===== src/rtl/t05_histogram.sv =====
// t05_histogram: byte-stream character histogram kept in external SRAM.
// Each accepted byte triggers a read-modify-write of its count word
// (saturating increment). The EOF byte ends the pass and raises hist_fin.
// Optional macro T05_HIST_CLEAR_EN: zero all 256 count words after reset
// and at the start of every new pass, before accepting input.
//
// Ports:
//   clk, rst                  clock, async active-high reset
//   en_state[3:0]             controller state, active when 4'b0001
//   in_valid, in_char[7:0]    input byte stream
//   in_ready                  byte accepted when in_valid && in_ready
//   sram_req, WriteorRead     one-cycle request pulse, 1 = write
//   sram_addr[7:0]            count-word address (character code)
//   sram_wdata, sram_rdata    count words
//   SRAM_finished             SRAM transaction complete
//   total                     characters counted in this pass
//   hist_fin                  pass complete
module t05_histogram #(
    parameter int          COUNT_W  = 32,
    parameter logic [7:0]  EOF_CHAR = 8'h1A
) (
    input  logic               clk,
    input  logic               rst,
    input  logic [3:0]         en_state,
    input  logic               in_valid,
    input  logic [7:0]         in_char,
    output logic               in_ready,
    input  logic [COUNT_W-1:0] sram_rdata,
    input  logic               SRAM_finished,
    output logic               sram_req,
    output logic               WriteorRead,
    output logic [7:0]         sram_addr,
    output logic [COUNT_W-1:0] sram_wdata,
    output logic [COUNT_W-1:0] total,
    output logic               hist_fin
);

    localparam logic [3:0] ACTIVE = 4'b0001;

    localparam logic [2:0] IDLE   = 3'd0;
    localparam logic [2:0] READ   = 3'd1;
    localparam logic [2:0] WAIT_R = 3'd2;
    localparam logic [2:0] WRITE  = 3'd3;
    localparam logic [2:0] WAIT_W = 3'd4;
    localparam logic [2:0] DONE   = 3'd5;
`ifdef T05_HIST_CLEAR_EN
    localparam logic [2:0] CLEAR      = 3'd6;
    localparam logic [2:0] CLEAR_WAIT = 3'd7;
    localparam logic [2:0] START      = CLEAR;
`else
    localparam logic [2:0] START      = IDLE;
`endif

    localparam logic [COUNT_W-1:0] CNT_MAX = {COUNT_W{1'b1}};
    localparam logic [COUNT_W-1:0] CNT_ONE = {{(COUNT_W-1){1'b0}}, 1'b1};

    logic [2:0] state;
    logic       active;
    logic       accept;
    logic       is_req;
    logic       is_wr;

    assign active = (en_state == ACTIVE);

    // Outputs decoded from state are gated by rst so they drop
    // immediately, even when the reset state itself would drive them.
    assign in_ready = !rst && (state == IDLE) && active;
    assign accept   = in_valid && in_ready;
    assign hist_fin = !rst && (state == DONE);

`ifdef T05_HIST_CLEAR_EN
    assign is_req = (state == READ) || (state == WRITE) ||
                    (state == CLEAR);
    assign is_wr  = (state == WRITE) || (state == CLEAR);
`else
    assign is_req = (state == READ) || (state == WRITE);
    assign is_wr  = (state == WRITE);
`endif

    assign sram_req    = !rst && is_req;
    assign WriteorRead = !rst && is_wr;

    always_ff @(posedge clk or posedge rst) begin
        if (rst) begin
            state      <= START;
            sram_addr  <= '0;
            sram_wdata <= '0;
            total      <= '0;
        end else begin
            unique case (state)
                IDLE: begin
                    if (accept) begin
                        if (in_char == EOF_CHAR) begin
                            state <= DONE;
                        end else begin
                            sram_addr <= in_char;
                            state     <= READ;
                        end
                    end
                end
                READ: state <= WAIT_R;
                WAIT_R: begin
                    if (SRAM_finished) begin
                        sram_wdata <= (sram_rdata == CNT_MAX) ?
                                      CNT_MAX : sram_rdata + CNT_ONE;
                        state      <= WRITE;
                    end
                end
                WRITE: state <= WAIT_W;
                WAIT_W: begin
                    if (SRAM_finished) begin
                        if (total != CNT_MAX)
                            total <= total + CNT_ONE;
                        state <= IDLE;
                    end
                end
                DONE: begin
                    if (!active) begin
                        total <= '0;
`ifdef T05_HIST_CLEAR_EN
                        sram_addr  <= '0;
                        sram_wdata <= '0;
                        state      <= CLEAR;
`else
                        state <= IDLE;
`endif
                    end
                end
`ifdef T05_HIST_CLEAR_EN
                CLEAR: state <= CLEAR_WAIT;
                CLEAR_WAIT: begin
                    if (SRAM_finished) begin
                        if (sram_addr == 8'hFF) begin
                            state <= IDLE;
                        end else begin
                            sram_addr <= sram_addr + 8'd1;
                            state     <= CLEAR;
                        end
                    end
                end
`endif
                default: state <= IDLE;
            endcase
        end
    end

endmodule

===== config.mk =====
export PLATFORM = sky130hd
export DESIGN_NAME = t05_histogram
export DESIGN_NICKNAME = d
export VERILOG_FILES = /design/src/rtl/t05_histogram.sv
export SDC_FILE = /design/constraint.sdc
export NUM_CORES = 1
export LEC_CHECK = 0
export CAP_MARGIN = 20
export CELL_PAD_IN_SITES_DETAIL_PLACEMENT = 0
export CELL_PAD_IN_SITES_GLOBAL_PLACEMENT = 2
export CORE_MARGIN = 2
export CORE_UTILIZATION = 28
export DETAILED_ROUTE_END_ITERATION = 8
export PLACE_DENSITY_LB_ADDON = 0.1
export SYNTH_ARGS = -nofsm -noshare
export SYNTH_HDL_FRONTEND = slang
export SYNTH_SLANG_ARGS = --single-unit

===== constraint.sdc =====
create_clock -name clk -period 3.58 [get_ports clk]
set_input_delay 1.074 -clock clk [delete_from_list [all_inputs] [get_ports clk]]
set_output_delay 1.074 -clock clk [all_outputs]
set_load 0.1 [all_outputs]

==> impl_metrics.yaml <==
synth:
  netlist_area_um2: 4250
  avgSynthCellArea_um2: 9.26
  synth_edf_count: 0
  yosysWarnings: 0
  synth_top_family_by_area: "simple AND/OR/NAND/NOR gates"
  synth.area.mux_share_pct: 3.30
  synth_cells: 459
  synthXorXnorAreaFrac_pct: 5.56
  synth_fa_ha_area_share_pct: 0.589
  synth_compound_area_share_pct: 15.5
  synth-simple-area-share_pct: 27.4
  synth_nets: 509
  yosysUniqueCellTypes: 52
  synth_seq_area_share_pct: 44.1
  synth_seq_cells: 75
  ys.flop_type: "dfrtp_1"
  synth-async-reset-ratio_pct: 100
cells_and_area:
  fin_util_pct: 39.6
  nNetsFinal: 642
  antennaDiodeCount: 0
  drive_gt1_share_pct: 21.9
  most-common-layout-cells: "buf_4 (92), dfrtp_1 (75), nor2_1 (52)"
  syn_to_final_growth_pct: 40.1
  final_common_cell: "buf_4"
sta:
  relSlewSlack_pct: 56.2
  clock_skew_ns: 0.00562
  fin_crit_ns: 3.51
  hold_viol: 0
  max_freq_mhz: 285
  setup_viol: 0
  rsz0062_at_grt: "no"
  post-route-period-util_pct: 98.1
  maxSlewViolCount: 0
  worstMarginPinSlew_ns: 0.652
clock_network:
  cts_made_buffers: 9
  cts.clk_slew.worst_paths_ns: 0.06
  clkLatencyLatePin_ns: 0.34
  clock_path_buffers: 2
  cts-root-buf: "clkbuf_16"
  cts_sinks: 75
  cts_tree: "done"
  ctsHoldBuffers: 0
  htreeDepth: 3
worst_setup_path:
  slowest_stage: "or4b_4"
  cp_data_required_time_ns: 2.51
  critPathCaptureType: "output port"
  critPathTopFamily: "simple AND/OR/NAND/NOR gates"
  reg2reg_setup_slack_ns: 0.61
  slowest_delay_ns: 0.57
  startpoint_type: "input pin"
  critical_path_class: "input pin to output port"
  cp_num_buf_inv: 2
  critPathMaxFanout: 2
  arrival_ns: 2.44
  crit_chain: "dlygate4sd2_1, or4b_4, nor4b_4, buf_12"
placed_design:
  hpwl_um: 9530
  port_buffers: 123
  gp_congestion: 0.764
detailed_routing:
  num_vias: 4080
  routedWlPerCell_um: 17.0
  routed_wl_um: 13400
  initialDrtViolationCount: 172
  first_pass_iters: 4
  drc: 0
  viasPerCell: 5.20
  ant_nets: 0
global_routing:
  track_usage_pct: 16.9
  grt_pass1_vias: 4028
  grt_max_degree: 68
  grt_overflow_total: 0
  grt_pass1_wl_um: 21500
  antenna_found_initial: 0
floorplan:
  initial_core_util_pct: 28.3
  fp-row-count: 45
  die_w_um: 127
  die_y_um: 127
  core_area_um2: 15000
  dieArea_um2: 16200
  ios: 124
power:
  power.density_nw_per_um2: 869
  ir_drop_v: 0.000517
  p_leak_nw: 2.58
  total_power_mw: 5.18
flow_run:
  max_cap_viol_count: 0
outcome:
  status: "finished clean"
hold_path:
  min_path_type: "flip-flop to flip-flop"
[power by group]
part	switching, mW	internal (mW)
sequential	0.234	1.11
combinational	2.31	0.611
clock	0.375	0.539
total	2.92	2.26
[routing by layer]
metal / GRT usage [%] / vias up / wire [µm]
met5: 0 / - / 0
met4: 5.62 / 0 / 170
met3: 4.02 / 11 / 683
met2: 27.6 / 90 / 6440
met1: 22.0 / 1986 / 6080
li1: - / 1993 / -
[state kept, by name, summed over array words and instances, names as in the netlist]
name and flops:
sram_wdata 32, total 32, sram_addr 8, state 3
[cell families (layout without fill, tap and decap cells)]
group | Yosys count | in the layout
AOI/OAI and AO/OA | 95 | 95
muxes | 10 | 10
xor gates and xnor gates | 27 | 27
and+or+nand+nor | 215 | 215
adders and majority gates | 2 | 2
buffers and inverters | 35 | 173
DFF | 75 | 75
[metrics by stage]
step	setup slack, ns	setup TNS (ns)	instances	hold WS, ns	area [µm²]
after global routing	0.0367	0	785	0.521	5950
final	0.0687	0	785	0.488	5950
after floorplan	-0.193	-1.54	459	0.604	4260
after global placement	-0.0867	-0.0867	768	0.467	5670
after detailed placement	-0.0757	-0.0757	768	0.476	5670
after CTS	0.0645	0	785	0.491	5950
[Yosys cell counts, drive strengths merged, types with 3 or more instances]
cell type	number	area share [%]
dfrtp	75	44
nor2	52	4.6
nand2	31	2.7
nand3	30	3.6
nand4	25	3.7
a21oi	22	2.6
nor3	19	2.4
xor2	17	3.5
and3	15	2.2
o21ai	15	1.8
a31oi	14	2.1
clkbuf	12	1.1
inv	12	1.1
buf	11	1.4
xnor2	10	2.1
and4	9	1.9
a211o	8	1.6
mux2	8	2.8
nor4	8	1.5
a221o	7	1.6
o211ai	6	1.1
or4	6	1.1
and2	5	0.74
a41oi	4	0.82
o31ai	4	0.71
nand2b	3	0.44
nor4b	3	0.97
o2111a	3	0.79
or3	3	0.44
[timing repair]
item                                   4_1_cts  5_1_grt
setup buffers                                1        0
endpoints found under the hold margin        0        0
resized for setup                            4        0
setup endpoints to repair                    1        0
[layout make-up]
type / instances / area [µm²]
clock inverter: 5 / 53.8
clock buffer: 11 / 233
multi-input combinational: 349 / 2230
inverter: 12 / 45.0
fill: 1544 / 9080
timing repair buffer: 145 / 1280
sequential: 75 / 1880
tap: 188 / 235
[path summary, 6_finish.rpt]
kind,from,to,cells after the start
setup reg to reg,total[0],total[20],7
hold reg to reg,sram_wdata[30],sram_wdata[30],2
hold / removal,sram_wdata[30],sram_wdata[30],2
min in group asynchronous,rst,sram_addr[0],2
max in group asynchronous,rst,sram_wdata[18],3
setup / recovery,en_state[2],in_ready,4
[worst reg2reg max path: stages, from the launching register on]
cell,delay (ns)
dfrtp_1,0.49
ha_1,0.25
nand3_1,0.16
nor4_1,0.63
and4_1,0.71
nor2_1,0.11
buf_4,0.20
a221o_1,0.30
Note: power is estimated with default switching activity, not from simulation.
==> variant 1, RTL diff (config.mk and constraints unchanged) <==
Build with the macro `T05_HIST_CLEAR_EN` defined.
--- a/src/rtl/t05_histogram.sv
+++ b/src/rtl/t05_histogram.sv
@@ -16,4 +16,6 @@
 //   total                     characters counted in this pass
 //   hist_fin                  pass complete
+`define T05_HIST_CLEAR_EN
+
 module t05_histogram #(
     parameter int          COUNT_W  = 32,
Function: changed (Yosys sat finds a counterexample within 4 cycles, from zero or initial values and one cycle with rst high).
==> variant 1 against the original RTL <==
- sequential cell count did not move
- first-iteration DRC count rose by 31%
- cell count rose by 9.7%
- setup slack better by 0.0085 ns
- count of clock-buffer cells in the layout is 1 lower
- global-route usage grew 0.45 points
- critical path depth is the same
- area after synthesis is 5.0% higher
- clock skew increased by 0.0035 ns
- final area increased by 3.3%
- routed wire length is 6.6% higher
- synthesized cell count increased by 12%
- power decreased by 14%
- die area grew 4.9%
- largest cell class unchanged
- highest routed layer unchanged
==> variant 1: results (changes against the original RTL) <==
outcome completed; Clk Latency, worst-skew pair 0.34 ns (about the same); top cells by count, synth nand2_1 (75), dfrtp_1 (73), o21ai_0 (57), nor2_1 (38), nand3_1 (31); post-synthesis cell type count 65 (+25%); clock root cell clkbuf_16; VDD IR-drop max 0.566 mV (+9.6%); port bufs 123 (unchanged); DR iter-0 viols 226 (+31%); Fillers 1,612 (+4.4%); dpl hpwl 10.1 mm (+6.2%); initial antenna violation count 0 (unchanged); cts bufs inserted 9 (unchanged); final WL 14.3 mm (+6.6%); Critical Path Fanout Max 2 (unchanged); antenna cells 0 (unchanged); Final #Nets 691 (+7.6%); first-pass GRT wire length 22.9 mm (+6.5%); Slew @ Worst Pin 0.747 ns (+0.0956 ns); H-tree depth 3 (unchanged); Seq/Total Area, Yosys 42.1% (-2.1 points); GRT Overall Usage 17.3% (+0.45 points); net count after synthesis 565 (+11%); Worst path slowest cell or4b_4; vias per cell 5.18 (-0.34%); Arr. time, crit path between 2 and 2.5 ns; placed instance area 0.00585 mm2 (+3.3%); Final GP Congestion 0.763 (about the same); largest net degree at the start of global routing 76 (+12%); Max Cap Viol 0 (unchanged); iteration count of the initial detailed-routing pass 4 (unchanged); cell leakage power 2.67 nW (+3.3%); fmax 0.285 GHz (+0.24%); Worst Skew 0.00913 ns (+0.00352 ns); CTS max path bufs 2 (unchanged); number of global-route vias before repair 4,318 (+7.2%); largest cells by area after synthesis dfrtp_1 (41%), o21ai_0 (6.4%), nand2_1 (6.3%), nand3_1 (3.5%), nor2_1 (3.2%); register clock-pin slew on the reported worst setup and hold paths 0.06 ns (about the same); crit-path max cell delay 0.57 ns (about the same); biggest regs sram_wdata (32), total (32), sram_addr (8); count leader, synth nand2_1; worst hold-check path type reg -> reg; async set-reset flop share out of synthesis 100% (unchanged); share of post-route cells with drive strength above 1 20.2% (-1.8 points); synth warn 0 (unchanged)
-- variant 1: changes by cell type in the layout (fill, tap and decap cells not counted), moves of 6 or more --
cell | unedited run | this run
a211o_1 | 8 | 1
a21oi_1 | 22 | 14
a221o_1 | 7 | 1
a22oi_1 | 0 | 12
and4_1 | 9 | 2
mux2_4 | 8 | 0
nand2_1 | 31 | 75
nor2_1 | 52 | 38
nor3_1 | 16 | 6
o211ai_1 | 6 | 17
o21ai_0 | 15 | 57
or4_1 | 6 | 0
-- variant 1: critical path, delay by kind of cell --
family / cells / cell delay (ns)
and+or+nand+nor: 2 / 0.74
buffers and inverters: 2 / 0.62
-- variant 1: power by group --
group	leakage, nW	internal (mW)	switching (mW)
sequential	0.978	1.06	0.189
clock	0.132	0.463	0.364
combinational	1.56	0.499	1.88
-- variant 1: metrics by stage --
stage | std cells | hold WS (ns) | utilization [%] | setup slack [ns]
floorplan | 514 | 0.655 | - | -0.503
global placement | 844 | 0.478 | 37.3 | -0.129
detailed placement | 844 | 0.483 | 37.3 | -0.149
CTS | 860 | 0.500 | 39.0 | 0.0819
global route | 861 | 0.529 | 39.2 | 0.0612
finish | 861 | 0.494 | 39.2 | 0.0771
-- variant 1: path summary, 6_finish.rpt --
| kind | from | to | slack, ns | depth (start not counted) |
|---|---|---|---|---|
| setup / recovery | en_state[1] | in_ready | 0.08 | 4 |
| hold / removal | sram_wdata[24] | sram_wdata[24] | 0.49 | 2 |
| setup reg to reg | state[0] | sram_addr[2] | 1.07 | 6 |
| hold reg to reg | sram_wdata[24] | sram_wdata[24] | 0.49 | 2 |
| max in group asynchronous | rst | total[10] | 1.55 | 4 |
| min in group asynchronous | rst | sram_addr[3] | 1.46 | 3 |
-- variant 1: area by class of cell --
type / instances / area share, %
Clock buffer: 10 / 3.72
Clock inverter: 6 / 0.529
Inverter: 12 / 0.793
Multi-Input combinational cell: 402 / 39.7
Sequential cell: 75 / 30.5
Tap cell: 216 / 4.39
Timing Repair Buffer: 140 / 20.3
-- variant 1: repair_timing --
action                                  CTS  global route
endpoints found under the setup margin    1             0
gates resized for setup                   2             0
buffers inserted                          0             0
hold buffers                              0             0
hold endpoints to repair                  0             0
-- variant 1: metal layers --
metal	GRT usage [%]	vias to the layer above	routed length (um)
met5	0	-	0
met4	6.96	0	319
met3	3.90	19	744
met2	27.4	107	6700
met1	22.9	2167	6490
li1	-	2167	-
-- variant 1: cell families (layout without fill, tap and decap cells) --
family	Yosys count	after routing	synth area share, %
AND/OR/NAND/NOR	221	221	26.0
AO/OA/AOI/OAI	147	147	21.1
flip-flops	75	75	42.1
buffers and inverters	37	168	3.78
XOR/XNOR	27	27	5.30
adder cells (fa/ha/maj)	4	4	1.06
multiplexers	3	3	0.672
==> variant 2, RTL diff (config.mk and constraints unchanged) <==
Made on the original files. Make the reset (`rst`) synchronous in one clocked block. Comments in the files are not updated.
--- a/src/rtl/t05_histogram.sv
+++ b/src/rtl/t05_histogram.sv
@@ -81,5 +81,5 @@
     assign WriteorRead = !rst && is_wr;
 
-    always_ff @(posedge clk or posedge rst) begin
+    always_ff @(posedge clk) begin
         if (rst) begin
             state      <= START;
Behaviour: differs if rst is asserted again (counterexample within 4 cycles, from zero or initial values and one cycle with rst high); with rst held inactive, the same outputs for 10 cycles.
==> variant 2 against the original RTL <==
- setup slack better by 0.14 ns
- die area fell by 2.5%
- critical path depth unchanged
- routed wire length up 0.38%
- area after synthesis decreased by 2.6%
- sequential cell count is the same
- first-iteration DRC count down 2.9%
- final area down 2.2%
- largest cell class unchanged
- highest routed layer unchanged
Power is not compared: it rests on default switching activity, and its combinational part moved more than twofold at a synthesized area within 25%.
==> variant 2: results (changes against the original RTL) <==
outcome completed; antenna cells 0 (unchanged); R2R setup slack 0.96 ns (+0.35 ns); clock root cell clkbuf_16; reg2reg end total[15]; async set-reset flop share out of synthesis 0% (-100 points); post-synthesis cell type count 59 (+13%); Final WS setup 0.204 ns (+0.135 ns); Vias 4,277 (+4.8%); Seq/Total Area, Yosys 36.2% (-7.9 points); dpl hpwl 9.46 mm (-0.78%); net count after synthesis 561 (+10%); largest cells by area after synthesis dfxtp_1 (36%), nor2_1 (5.8%), a211oi_1 (5.1%), nand2_1 (3.6%), nand4_1 (3.5%); synth warn 0 (unchanged); Setup WS pre-CTS 0.200 ns (+0.276 ns); top cells by count, synth dfxtp_1 (75), nor2_1 (64), nand2_1 (40), a211oi_1 (28), nand4_1 (23); largest net degree at the start of global routing 60 (-12%); register clock-pin slew on the reported worst setup and hold paths 0.06 ns (about the same); top-area cell type share of the netlist area 36.2% (-7.9 points); Final #Nets 686 (+6.9%); Arr. time, crit path 2.30 ns (-0.14 ns); Worst path slowest cell clkdlybuf4s50_1; worst flop-to-flop path startpoint state[2]; placed instance area 0.00551 mm2 (-2.8%); Mapped Cells 511 (+11%); CTS max path bufs 2 (unchanged); Worst Hold Path Cells 2 (unchanged); iteration count of the initial detailed-routing pass 4 (unchanged); reg2reg path depth 5 (-2); Final GP Congestion 0.742 (-2.9%); average wire per standard cell 16.3 um (-4.5%); Critical Path Source en_state[1]; Resize count post-CTS 0 (-4); dpl cells 809 (+5.3%); Setup Buffers After CTS 0 (-1); number of global-route vias before repair 4,104 (+1.9%); GRT Overall Usage 16.9% (+0.028 points); Clk Latency, worst-skew pair 0.34 ns (about the same); Critical Path Fanout Max 2 (unchanged); worst hold-check path type reg -> reg; DR iter-0 viols 167 (-2.9%); VDD IR-drop max between 0.15 and 0.2 mV; share of post-route cells with drive strength above 1 22.3% (+0.37 points); crit-path max cell delay 0.42 ns (-0.15 ns); H-tree depth 3 (unchanged); Sw Pwr approximately 0.51 mW; Worst Skew 0.00621 ns (+0.000599 ns); initial antenna violation count 0 (unchanged); final WL 13.4 mm (+0.38%); Setup crit end in_ready; Slew @ Worst Pin 0.933 ns (+0.282 ns); cts bufs inserted 9 (unchanged); first-pass GRT wire length 21.7 mm (+0.77%)
-- variant 2: kinds of logic (layout without fill, tap and decap cells) --
family	after synthesis	count (layout)	share of synthesized area, %
buffers and inverters	41	171	4.26
DFF	75	75	36.2
xor gates and xnor gates	24	24	5.07
AOI/OAI and AO/OA	119	119	20.4
and+or+nand+nor	243	243	31.7
adders and majority gates	2	2	0.604
muxes	7	7	1.72
-- variant 2: layer usage --
layer	vias to the layer above	track usage [%]	wire [um]
li1	2165	-	-
met4	0	5.69	165
met5	-	0	0
met1	2008	21.8	6320
met2	93	27.4	6190
met3	11	4.50	758
-- variant 2: critical path, delay by kind of cell --
family | cells | cell delay, ns
buf+inv | 2 | 0.61
simple gates | 2 | 0.63
-- variant 2: power groups by stage --
stage	combinational (mW)	clock (mW)	sequential (mW)
CTS	0.229	0.996	0.853
global placement	0.229	0	0.871
global route	0.244	1.03	0.854
floorplan	0.0728	0	0.923
detailed placement	0.228	0	0.871
finish	0.227	0.961	0.853
-- variant 2: area by class of cell --
type	count	area (um2)
sequential	75	1500
clock buffer	12	267
tap	184	230
fill	1534	8660
multi-input combinational	395	2490
timing repair buffer	145	1250
inverter	10	37.5
clock inverter	4	47.5
-- variant 2: worst min-delay path by stage --
stage                   endpoint  slack (ns)         start
finish              sram_addr[6]        0.49  sram_addr[6]
CTS                 sram_addr[6]        0.48  sram_addr[6]
global route        sram_addr[0]        0.51  sram_addr[0]
detailed placement  sram_addr[6]        0.47  sram_addr[6]
floorplan               state[1]        0.58      state[2]
global placement    sram_addr[6]        0.47  sram_addr[6]
